[src/rtl/serial_subtractor.sv]
// Bit-serial unsigned subtractor: one full-subtractor cell, LSB first, start/busy/done handshake.
// Optional macro SERIAL_SUB_SIGNED_OVF_EN adds a registered two's-complement overflow output.
module serial_subtractor #(
    parameter int WIDTH = 8
) (
    input  logic             sys_clk,
    input  logic             sys_rst,
    input  logic             start,
    input  logic [WIDTH-1:0] minuend,
    input  logic [WIDTH-1:0] subtrahend,
    output logic             busy,
    output logic             done,
    output logic [WIDTH-1:0] diff,
`ifdef SERIAL_SUB_SIGNED_OVF_EN
    output logic             ovf,
`endif
    output logic             borrow
);

    localparam int CW = $clog2(WIDTH + 1);

    typedef enum logic [1:0] {
        IDLE = 2'd0,
        RUN  = 2'd1,
        DONE = 2'd2
    } state_t;

    state_t           state;
    logic [WIDTH-1:0] a_sr;
    logic [WIDTH-1:0] b_sr;
    logic [WIDTH-1:0] res_sr;
    logic [CW-1:0]    bit_cnt;
    logic             borrow_q;
    logic             a_bit;
    logic             b_bit;
    logic             d_bit;
    logic             bout;

`ifdef SERIAL_SUB_SIGNED_OVF_EN
    // Operand sign bits are kept because the shift registers lose them during RUN.
    logic             a_msb;
    logic             b_msb;
`endif

    assign a_bit = a_sr[0];
    assign b_bit = b_sr[0];
    assign d_bit = a_bit ^ b_bit ^ borrow_q;
    assign bout  = (~a_bit & b_bit) | (~(a_bit ^ b_bit) & borrow_q);

    always_ff @(posedge sys_clk or posedge sys_rst) begin
        if (sys_rst) begin
            state    <= IDLE;
            a_sr     <= '0;
            b_sr     <= '0;
            res_sr   <= '0;
            bit_cnt  <= '0;
            borrow_q <= 1'b0;
            busy     <= 1'b0;
            done     <= 1'b0;
            diff     <= '0;
            borrow   <= 1'b0;
`ifdef SERIAL_SUB_SIGNED_OVF_EN
            a_msb    <= 1'b0;
            b_msb    <= 1'b0;
            ovf      <= 1'b0;
`endif
        end else begin
            done <= 1'b0;
            case (state)
                IDLE: begin
                    if (start) begin
                        a_sr     <= minuend;
                        b_sr     <= subtrahend;
                        borrow_q <= 1'b0;
                        bit_cnt  <= '0;
                        busy     <= 1'b1;
                        state    <= RUN;
`ifdef SERIAL_SUB_SIGNED_OVF_EN
                        a_msb    <= minuend[WIDTH-1];
                        b_msb    <= subtrahend[WIDTH-1];
`endif
                    end
                end
                RUN: begin
                    a_sr     <= a_sr >> 1;
                    b_sr     <= b_sr >> 1;
                    res_sr   <= {d_bit, res_sr[WIDTH-1:1]};
                    borrow_q <= bout;
                    bit_cnt  <= bit_cnt + 1'b1;
                    if (bit_cnt == CW'(WIDTH - 1)) begin
                        state <= DONE;
                    end
                end
                DONE: begin
                    diff   <= res_sr;
                    borrow <= borrow_q;
                    done   <= 1'b1;
                    busy   <= 1'b0;
                    state  <= IDLE;
`ifdef SERIAL_SUB_SIGNED_OVF_EN
                    ovf    <= (a_msb != b_msb) && (res_sr[WIDTH-1] != a_msb);
`endif
                end
                default: begin
                    state <= IDLE;
                    busy  <= 1'b0;
                end
            endcase
        end
    end

endmodule

[config.mk]
export PLATFORM = sky130hd
export DESIGN_NAME = serial_subtractor
export DESIGN_NICKNAME = d
export VERILOG_FILES = /design/src/rtl/serial_subtractor.sv
export SDC_FILE = /design/constraint.sdc
export NUM_CORES = 1
export LEC_CHECK = 0
export BUFFER_PORTS_ARGS = -buffer_cell sky130_fd_sc_hd__buf_2
export CORE_ASPECT_RATIO = 0.8
export CORE_MARGIN = 10
export CORE_UTILIZATION = 59
export DETAILED_ROUTE_END_ITERATION = 6
export GPL_TIMING_DRIVEN = 0
export PLACE_DENSITY = 0.83
export SYNTH_ARGS = -nofsm -noshare
export SYNTH_HDL_FRONTEND = slang
export SYNTH_SLANG_ARGS = --single-unit
[constraint.sdc]
create_clock -name sys_clk -period 3.9 [get_ports sys_clk]
set_clock_uncertainty 0.1 [all_clocks]
set_input_delay 0.195 -clock sys_clk [delete_from_list [all_inputs] [get_ports sys_clk]]
set_output_delay 0.195 -clock sys_clk [all_outputs]
set_load 0.005 [all_outputs]
==> results of run 1 <==
-- per-layer routing --
| metal | vias up | wire, um |
|---|---|---|
| li1 | 641 | - |
| met1 | 629 | 1710 |
| met2 | 31 | 1930 |
| met3 | 7 | 191 |
| met4 | 0 | 63 |
| met5 | - | 0 |
-- what timing repair did --
action,4_1_cts,5_1_grt
hold buffers,1,0
endpoints found under the hold margin,38,0
resized for setup,0,0
-- where the power goes --
| group | switching [mW] | total (mW) | internal [mW] |
|---|---|---|---|
| Combinational | 0.237 | 0.428 | 0.191 |
| Clock | 0.158 | 0.286 | 0.128 |
| Sequential | 0.106 | 0.693 | 0.586 |
| Total | 0.502 | 1.41 | 0.905 |
-- cell usage in the layout, fill, tap and decap left out, types with 3 or more instances in the layout --
master / instances
dfrtp_1: 42
nand2_1: 38
buf_2: 35
o21ai_1: 15
a21oi_1: 12
and3b_1: 11
mux2_1: 9
a22o_1: 5
clkbuf_8: 5
nor2b_1: 4
nor2_1: 3
a22oi_1: 3
-- flip-flops by register name, indices dropped and copies added (netlist names) --
name and cells:
done 1, bit_cnt 4, state 2, busy 1, res_sr 8, diff 8, a_sr 8, b_sr 8
borrow 1, borrow_q 1
-- layout make-up --
| cell class | count | area (um^2) |
|---|---|---|
| flip-flops and latches | 42 | 1050 |
| repair buffers | 30 | 155 |
| clock buffers | 5 | 68.8 |
| well taps | 38 | 47.5 |
| plain buffers | 11 | 57.6 |
| fillers | 208 | 742 |
| clock inverters | 3 | 23.8 |
| inverters | 3 | 11.3 |
| multi-input cells | 111 | 672 |
-- how the worst max path moves through the flow --
stage	endpoint	cells past startpoint	start	slack, ns
6_report	bit_cnt[1]	4	state[1]	2.50
5_1_grt	bit_cnt[3]	4	state[0]	2.44
4_1_cts	bit_cnt[1]	4	state[1]	2.50
3_5_place_dp	bit_cnt[1]	4	state[1]	2.52
3_3_place_gp	b_sr[5]	2	sys_rst	2.18
2_1_floorplan	borrow_q	4	state[1]	2.61
-- kinds of logic (layout without fill, tap and decap cells) --
| logic type | count (synthesis) | in the layout | share of synthesized area [%] |
|---|---|---|---|
| AO/OA/AOI/OAI | 39 | 39 | 12.8 |
| adder cells (fa/ha/maj) | 2 | 2 | 1.82 |
| buffers and inverters | 14 | 52 | 3.84 |
| flip-flops | 42 | 42 | 58.7 |
| multiplexers | 10 | 10 | 6.22 |
| AND/OR/NAND/NOR | 60 | 60 | 16.6 |
-- stage by stage --
step	instance area, um^2	setup WS, ns	instances	hold slack [ns]
after CTS	2090	2.50	243	0.0125
after floorplan	1790	2.61	167	0.228
after detailed placement	1980	2.52	234	0.310
final	2090	2.50	243	0.0141
after global placement	1980	2.18	234	0.312
after global routing	2090	2.44	243	0.00961
==> flow_results.xml, run 1 <==
<?xml version="1.0" encoding="UTF-8"?>
<metrics>
  <group name="synthesis">
    <metric name="synthesis.area" unit="um^2">1790</metric>
    <metric name="synth_top_flop_cell" unit="">dfrtp_1</metric>
    <metric name="syn-instance-count" unit="">167</metric>
    <metric name="yosys-top-cells-area" unit="">dfrtp_1, nand2_1, mux2_1</metric>
    <metric name="synth_edf_count" unit="">0</metric>
    <metric name="synthDistinctLibCells" unit="">26</metric>
    <metric name="synth_seq_cells" unit="">42</metric>
    <metric name="yosysMostFrequentCell" unit="">dfrtp_1</metric>
    <metric name="synthDominantCellAreaShare" unit="%">58.7</metric>
    <metric name="netlist_top_cells_count" unit="">dfrtp_1, nand2_1, o21ai_1</metric>
    <metric name="synth_seq_area_share" unit="%">58.7</metric>
    <metric name="mappedNetlistNets" unit="">188</metric>
    <metric name="synthDominantAreaCellType" unit="">dfrtp_1</metric>
    <metric name="ys.warnings.count" unit="">0</metric>
    <metric name="synth_area_per_cell" unit="um^2">10.7</metric>
    <metric name="synth_async_reset_ratio" unit="%">100</metric>
  </group>
  <group name="clocking">
    <metric name="ctsRootBufferMaster" unit="">clkbuf_8</metric>
    <metric name="number_of_cts_inserted_buffers" unit="">5</metric>
    <metric name="cts-htree-levels" unit="">2</metric>
    <metric name="insertion_delay" unit="ns">0.30</metric>
    <metric name="cts_post_setup_buffers_inserted" unit="">0</metric>
    <metric name="clock_buffer_depth" unit="">2</metric>
    <metric name="clock_sink_count" unit="">42</metric>
    <metric name="clock_tree_from_tritoncts" unit="">done</metric>
    <metric name="worst_setup_hold_path_clk_slew" unit="ns">0.08</metric>
  </group>
  <group name="critical_path">
    <metric name="crit_arrival" unit="ns">1.48</metric>
    <metric name="cpLargestDelayFamily" unit="">compound AO/OA/AOI/OAI gates</metric>
    <metric name="crit_type" unit="">flop to flop</metric>
    <metric name="path_buf_inv" unit="">2</metric>
    <metric name="setup.worst_path.end_class" unit="">flop</metric>
    <metric name="timing.critical_path.cells" unit="">buf_4 -&gt; o21bai_1 -&gt; buf_4 -&gt; a22o_1</metric>
    <metric name="r2r_start" unit="">state[1]</metric>
    <metric name="path_common_cell" unit="">buf_4</metric>
    <metric name="worst_r2r_endpoint" unit="">bit_cnt[1]</metric>
    <metric name="crit_path_start_kind" unit="">flop</metric>
    <metric name="cp_max_fo" unit="">10</metric>
    <metric name="critical_path.max_stage_delay" unit="ns">0.39</metric>
    <metric name="r2r_slack" unit="ns">2.50</metric>
    <metric name="cpMaxStageDelayCell" unit="">dfrtp_1</metric>
    <metric name="depth_of_the_worst_register_to_register_path" unit="">4</metric>
    <metric name="critical_path_required" unit="ns">3.98</metric>
  </group>
  <group name="route">
    <metric name="detail_route.drc_violations" unit="">0</metric>
    <metric name="route.final.wire_length" unit="mm">3.90</metric>
    <metric name="vias" unit="">1308</metric>
    <metric name="dr.pass1.iters" unit="">4</metric>
    <metric name="initialDrtViolationCount" unit="">73</metric>
    <metric name="post_drt_via_cell_ratio" unit="">5.38</metric>
    <metric name="detail_route.wl_per_cell" unit="um">16.0</metric>
    <metric name="ant_nets" unit="">0</metric>
  </group>
  <group name="global_route">
    <metric name="use_met2" unit="%">23.2</metric>
    <metric name="gr-usage-met1" unit="%">17.7</metric>
    <metric name="pin_count_of_the_biggest_net_entering_global_routing" unit="">43</metric>
    <metric name="grt.busiest_layer" unit="">met2</metric>
    <metric name="grt_pass1_vias" unit="">1416</metric>
    <metric name="met3_track_demand_over_resource_in_global_routing" unit="%">4.65</metric>
    <metric name="grt_pass1_wl" unit="mm">6.55</metric>
    <metric name="grt.total_usage" unit="%">14.7</metric>
    <metric name="overflow" unit="">0</metric>
    <metric name="initial_antenna_violation_count" unit="">0</metric>
  </group>
  <group name="sta">
    <metric name="timing_hold_violations_final" unit="">0</metric>
    <metric name="grt_setup_unrepaired" unit="">false</metric>
    <metric name="maxSlewHeadroom" unit="%">44.2</metric>
    <metric name="tightest_slew" unit="ns">0.836</metric>
    <metric name="min_clock_period_post_route" unit="ns">1.40</metric>
    <metric name="max_freq" unit="MHz">715</metric>
    <metric name="slew_viol_final" unit="">0</metric>
    <metric name="period_share" unit="%">35.9</metric>
    <metric name="setup_tns" unit="ns">0</metric>
    <metric name="finalSetupViolCount" unit="">0</metric>
  </group>
  <group name="final_layout">
    <metric name="layout_cell_share_with_drive_strength_beyond_1" unit="%">23.4</metric>
    <metric name="num_antenna_cells" unit="">0</metric>
    <metric name="final_core_util" unit="%">73.8</metric>
    <metric name="final_net_count" unit="">225</metric>
    <metric name="synthesis_to_layout_area_growth" unit="%">16.5</metric>
  </group>
  <group name="pwr">
    <metric name="ir_drop" unit="mV">0.420</metric>
    <metric name="powerDensity" unit="nW/um^2">674</metric>
    <metric name="design_power_total" unit="mW">1.41</metric>
    <metric name="power.leakage" unit="nW">1.11</metric>
  </group>
  <group name="hold_path">
    <metric name="min-delay-path-class" unit="">input pin to flop</metric>
    <metric name="worst_hold_startpoint" unit="">minuend[7]</metric>
    <metric name="hold_depth" unit="">2</metric>
    <metric name="min_to" unit="">a_sr[7]</metric>
  </group>
  <group name="floorplanning">
    <metric name="die_y" unit="um">69.3</metric>
    <metric name="die_ar" unit="um^2">5650</metric>
    <metric name="start_util" unit="%">63.3</metric>
    <metric name="number_of_cell_rows" unit="">17</metric>
    <metric name="dieWidth" unit="um">81.6</metric>
    <metric name="core_area" unit="um^2">2830</metric>
    <metric name="design.portCount" unit="">30</metric>
  </group>
  <group name="placed_design">
    <metric name="port-buffer-count" unit="">29</metric>
    <metric name="gpl.final_weighted_congestion" unit="">0.837</metric>
    <metric name="dp_wirelength" unit="mm">2.84</metric>
  </group>
  <group name="outcome">
    <metric name="status" unit="">completed</metric>
  </group>
  <group name="job">
    <metric name="maxCapViolCount" unit="">0</metric>
  </group>
</metrics>
No activity file was read; power rests on OpenSTA's default activity.
==> run 2: changes to the inputs <==
Settings changed: ABC_AREA from default to 1, CORE_UTILIZATION 59 to 55, PLACE_DENSITY 0.83 to 0.78.
Clock period 3.9 ns to 1.39 ns, I/O delays scaled along.
==> flow_results.xml, run 2 <==
<?xml version="1.0" encoding="UTF-8"?>
<metrics>
  <group name="outcome">
    <metric name="status" unit="">completed</metric>
  </group>
  <group name="global_route">
    <metric name="initial_antenna_violation_count" unit="">1</metric>
    <metric name="grt_pass1_vias" unit="">1466</metric>
    <metric name="grt_pass1_wl" unit="mm">7.00</metric>
    <metric name="pin_count_of_the_biggest_net_entering_global_routing" unit="">43</metric>
    <metric name="grt.total_usage" unit="%">14.2</metric>
    <metric name="overflow" unit="">0</metric>
  </group>
  <group name="floorplanning">
    <metric name="core_area" unit="um^2">3130</metric>
    <metric name="start_util" unit="%">58.2</metric>
    <metric name="die_y" unit="um">71.5</metric>
    <metric name="number_of_cell_rows" unit="">18</metric>
    <metric name="dieWidth" unit="um">84.3</metric>
    <metric name="design.portCount" unit="">30</metric>
    <metric name="die_ar" unit="um^2">6030</metric>
  </group>
  <group name="final_layout">
    <metric name="final_cell_mix" unit="">nand2_1, dfrtp_1, buf_2</metric>
    <metric name="final_net_count" unit="">267</metric>
    <metric name="final_core_util" unit="%">73.4</metric>
    <metric name="finalNonFillerCells" unit="">288</metric>
    <metric name="layout_cell_share_with_drive_strength_beyond_1" unit="%">25.1</metric>
    <metric name="layout_commonest_cell" unit="">nand2_1</metric>
    <metric name="synthesis_to_layout_area_growth" unit="%">26.2</metric>
    <metric name="final_design_area_no_fill" unit="um^2">2300</metric>
  </group>
  <group name="clocking">
    <metric name="clock_tree_from_tritoncts" unit="">done</metric>
    <metric name="clock_sink_count" unit="">42</metric>
    <metric name="ctsRootBufferMaster" unit="">clkbuf_8</metric>
    <metric name="cts_post_setup_buffers_inserted" unit="">0</metric>
    <metric name="insertion_delay" unit="ns">0.30</metric>
    <metric name="clock_buffer_depth" unit="">2</metric>
    <metric name="cts_resized" unit="">0</metric>
    <metric name="hold_buffers" unit="">17</metric>
    <metric name="worst_setup_hold_path_clk_slew" unit="ns">0.08</metric>
    <metric name="number_of_cts_inserted_buffers" unit="">5</metric>
    <metric name="cts-htree-levels" unit="">2</metric>
  </group>
  <group name="critical_path">
    <metric name="worst_r2r_endpoint" unit="">a_sr[5]</metric>
    <metric name="crit_type" unit="">flop to flop</metric>
    <metric name="crit_path_start_kind" unit="">flop</metric>
    <metric name="cp_max_fo" unit="">10</metric>
    <metric name="setup.worst_path.end_class" unit="">flop</metric>
    <metric name="r2r_start" unit="">state[1]</metric>
    <metric name="r2r_slack" unit="ns">0.13</metric>
    <metric name="critical_path_required" unit="ns">1.53</metric>
    <metric name="crit_arrival" unit="ns">1.40</metric>
    <metric name="depth_of_the_worst_register_to_register_path" unit="">6</metric>
  </group>
  <group name="sta">
    <metric name="timing_hold_violations_final" unit="">0</metric>
    <metric name="min_clock_period_post_route" unit="ns">1.26</metric>
    <metric name="max_freq" unit="MHz">792</metric>
    <metric name="maxSlewHeadroom" unit="%">43.1</metric>
    <metric name="finalSetupViolCount" unit="">0</metric>
    <metric name="setup_tns" unit="ns">0</metric>
    <metric name="slew_viol_final" unit="">0</metric>
    <metric name="period_share" unit="%">90.9</metric>
    <metric name="fin_hold_ws" unit="ns">0.0965</metric>
    <metric name="tightest_slew" unit="ns">0.853</metric>
    <metric name="grt_setup_unrepaired" unit="">false</metric>
  </group>
  <group name="pwr">
    <metric name="power_frac_seq" unit="%">44.6</metric>
    <metric name="internal_power" unit="mW">2.90</metric>
    <metric name="p_sw" unit="mW">1.63</metric>
    <metric name="clkPwrFrac" unit="%">20.9</metric>
    <metric name="power.leakage" unit="nW">1.15</metric>
    <metric name="power.combinational.fraction" unit="%">34.5</metric>
    <metric name="power.switching_fraction" unit="%">35.9</metric>
    <metric name="powerDensity" unit="nW/um^2">1970</metric>
    <metric name="ir_drop" unit="mV">1.35</metric>
  </group>
  <group name="synthesis">
    <metric name="yosysMostFrequentCell" unit="">nand2_1</metric>
    <metric name="synth_edf_count" unit="">0</metric>
    <metric name="ys.warnings.count" unit="">0</metric>
    <metric name="syn-instance-count" unit="">193</metric>
    <metric name="synthDominantAreaCellType" unit="">dfrtp_1</metric>
    <metric name="synthesis.area" unit="um^2">1820</metric>
    <metric name="synth_async_reset_ratio" unit="%">100</metric>
    <metric name="synthDominantCellAreaShare" unit="%">57.7</metric>
    <metric name="yosys-top-cells-area" unit="">dfrtp_1, nand2_1, nand3_1</metric>
    <metric name="mappedNetlistNets" unit="">214</metric>
    <metric name="synthDistinctLibCells" unit="">20</metric>
    <metric name="synth_top_flop_cell" unit="">dfrtp_1</metric>
    <metric name="synth_seq_area_share" unit="%">57.7</metric>
    <metric name="netlist_top_cells_count" unit="">nand2_1, dfrtp_1, nand3_1</metric>
    <metric name="synth_area_per_cell" unit="um^2">9.44</metric>
    <metric name="synth_seq_cells" unit="">42</metric>
  </group>
  <group name="placed_design">
    <metric name="port-buffer-count" unit="">29</metric>
    <metric name="placedInstanceArea" unit="um^2">2020</metric>
    <metric name="placedCellCount" unit="">262</metric>
    <metric name="dp_wirelength" unit="mm">2.56</metric>
    <metric name="gpl.final_weighted_congestion" unit="">0.743</metric>
  </group>
  <group name="route">
    <metric name="post_drt_via_cell_ratio" unit="">5.02</metric>
    <metric name="route.final.wire_length" unit="mm">3.86</metric>
    <metric name="initialDrtViolationCount" unit="">95</metric>
    <metric name="detail_route.drc_violations" unit="">0</metric>
    <metric name="vias" unit="">1447</metric>
    <metric name="ant_nets" unit="">0</metric>
    <metric name="detail_route.wl_per_cell" unit="um">13.4</metric>
    <metric name="dr.pass1.iters" unit="">4</metric>
  </group>
  <group name="hold_path">
    <metric name="hold_depth" unit="">5</metric>
    <metric name="min_to" unit="">b_sr[5]</metric>
    <metric name="worst_hold_startpoint" unit="">start</metric>
    <metric name="min-delay-path-class" unit="">input pin to flop</metric>
  </group>
  <group name="job">
    <metric name="maxCapViolCount" unit="">0</metric>
  </group>
</metrics>
==> run 2: per-stage QoR <==
step,setup WS (ns),total power [mW]
6_report,0.127,4.53
5_1_grt,0.0321,4.92
4_1_cts,0.113,4.56
3_5_place_dp,0.131,3.58
3_3_place_gp,-0.291,3.51
2_1_floorplan,0.221,3.11
==> run 2: critical path: stages, from the launching register on <==
cell	delay [ns]
dfrtp_1	0.40
inv_2	0.08
nand2_2	0.07
nor2_4	0.20
buf_4	0.22
nand2_1	0.06
nand3_1	0.07
==> run 2: power by group through the flow <==
stage | Sequential (mW) | Combinational (mW) | Clock, mW
floorplan | 1.99 | 1.12 | 0
global placement | 2.02 | 1.50 | 0
detailed placement | 2.03 | 1.54 | 0
CTS | 2.01 | 1.60 | 0.953
global route | 2.09 | 1.81 | 1.02
finish | 2.02 | 1.56 | 0.948
==> run 2: cell families (layout without fill, tap and decap cells) <==
logic type | count (synthesis) | in the layout | synth area share, %
AOI/OAI and AO/OA | 19 | 19 | 5.43
xor gates and xnor gates | 1 | 1 | 0.481
adders and majority gates | 2 | 2 | 1.79
buffers and inverters | 25 | 79 | 7.55
DFF | 42 | 42 | 57.7
other | 0 | 1 | 0
and+or+nand+nor | 104 | 104 | 27.1
==> run 2: layout make-up <==
cell class	instances	area, um^2
Antenna cell	1	2.50
Buffer	9	77.6
Clock buffer	5	68.8
Clock inverter	3	40.0
Fill cell	232	832
Inverter	16	60.1
Multi-Input combinational cell	126	633
Sequential cell	42	1050
Tap cell	40	50.0
Timing Repair Buffer	46	315
==> run 2: routing by layer <==
| metal | wire length, um | track usage [%] | share of wire, % |
|---|---|---|---|
| met1 | 1830 | 18.1 | 47 |
| met5 | 0 | 0 | 0 |
| met2 | 1720 | 21.1 | 45 |
| met4 | 105 | 6.93 | 2.7 |
| met3 | 200 | 4.75 | 5.2 |
==> run 2: worst max path at each step <==
stage	cells past startpoint	to	startpoint
global route	6	busy	state[1]
detailed placement	6	a_sr[5]	state[1]
floorplan	3	res_sr[7]	a_sr[0]
global placement	2	borrow	sys_rst
finish	6	a_sr[5]	state[1]
CTS	6	a_sr[5]	state[1]
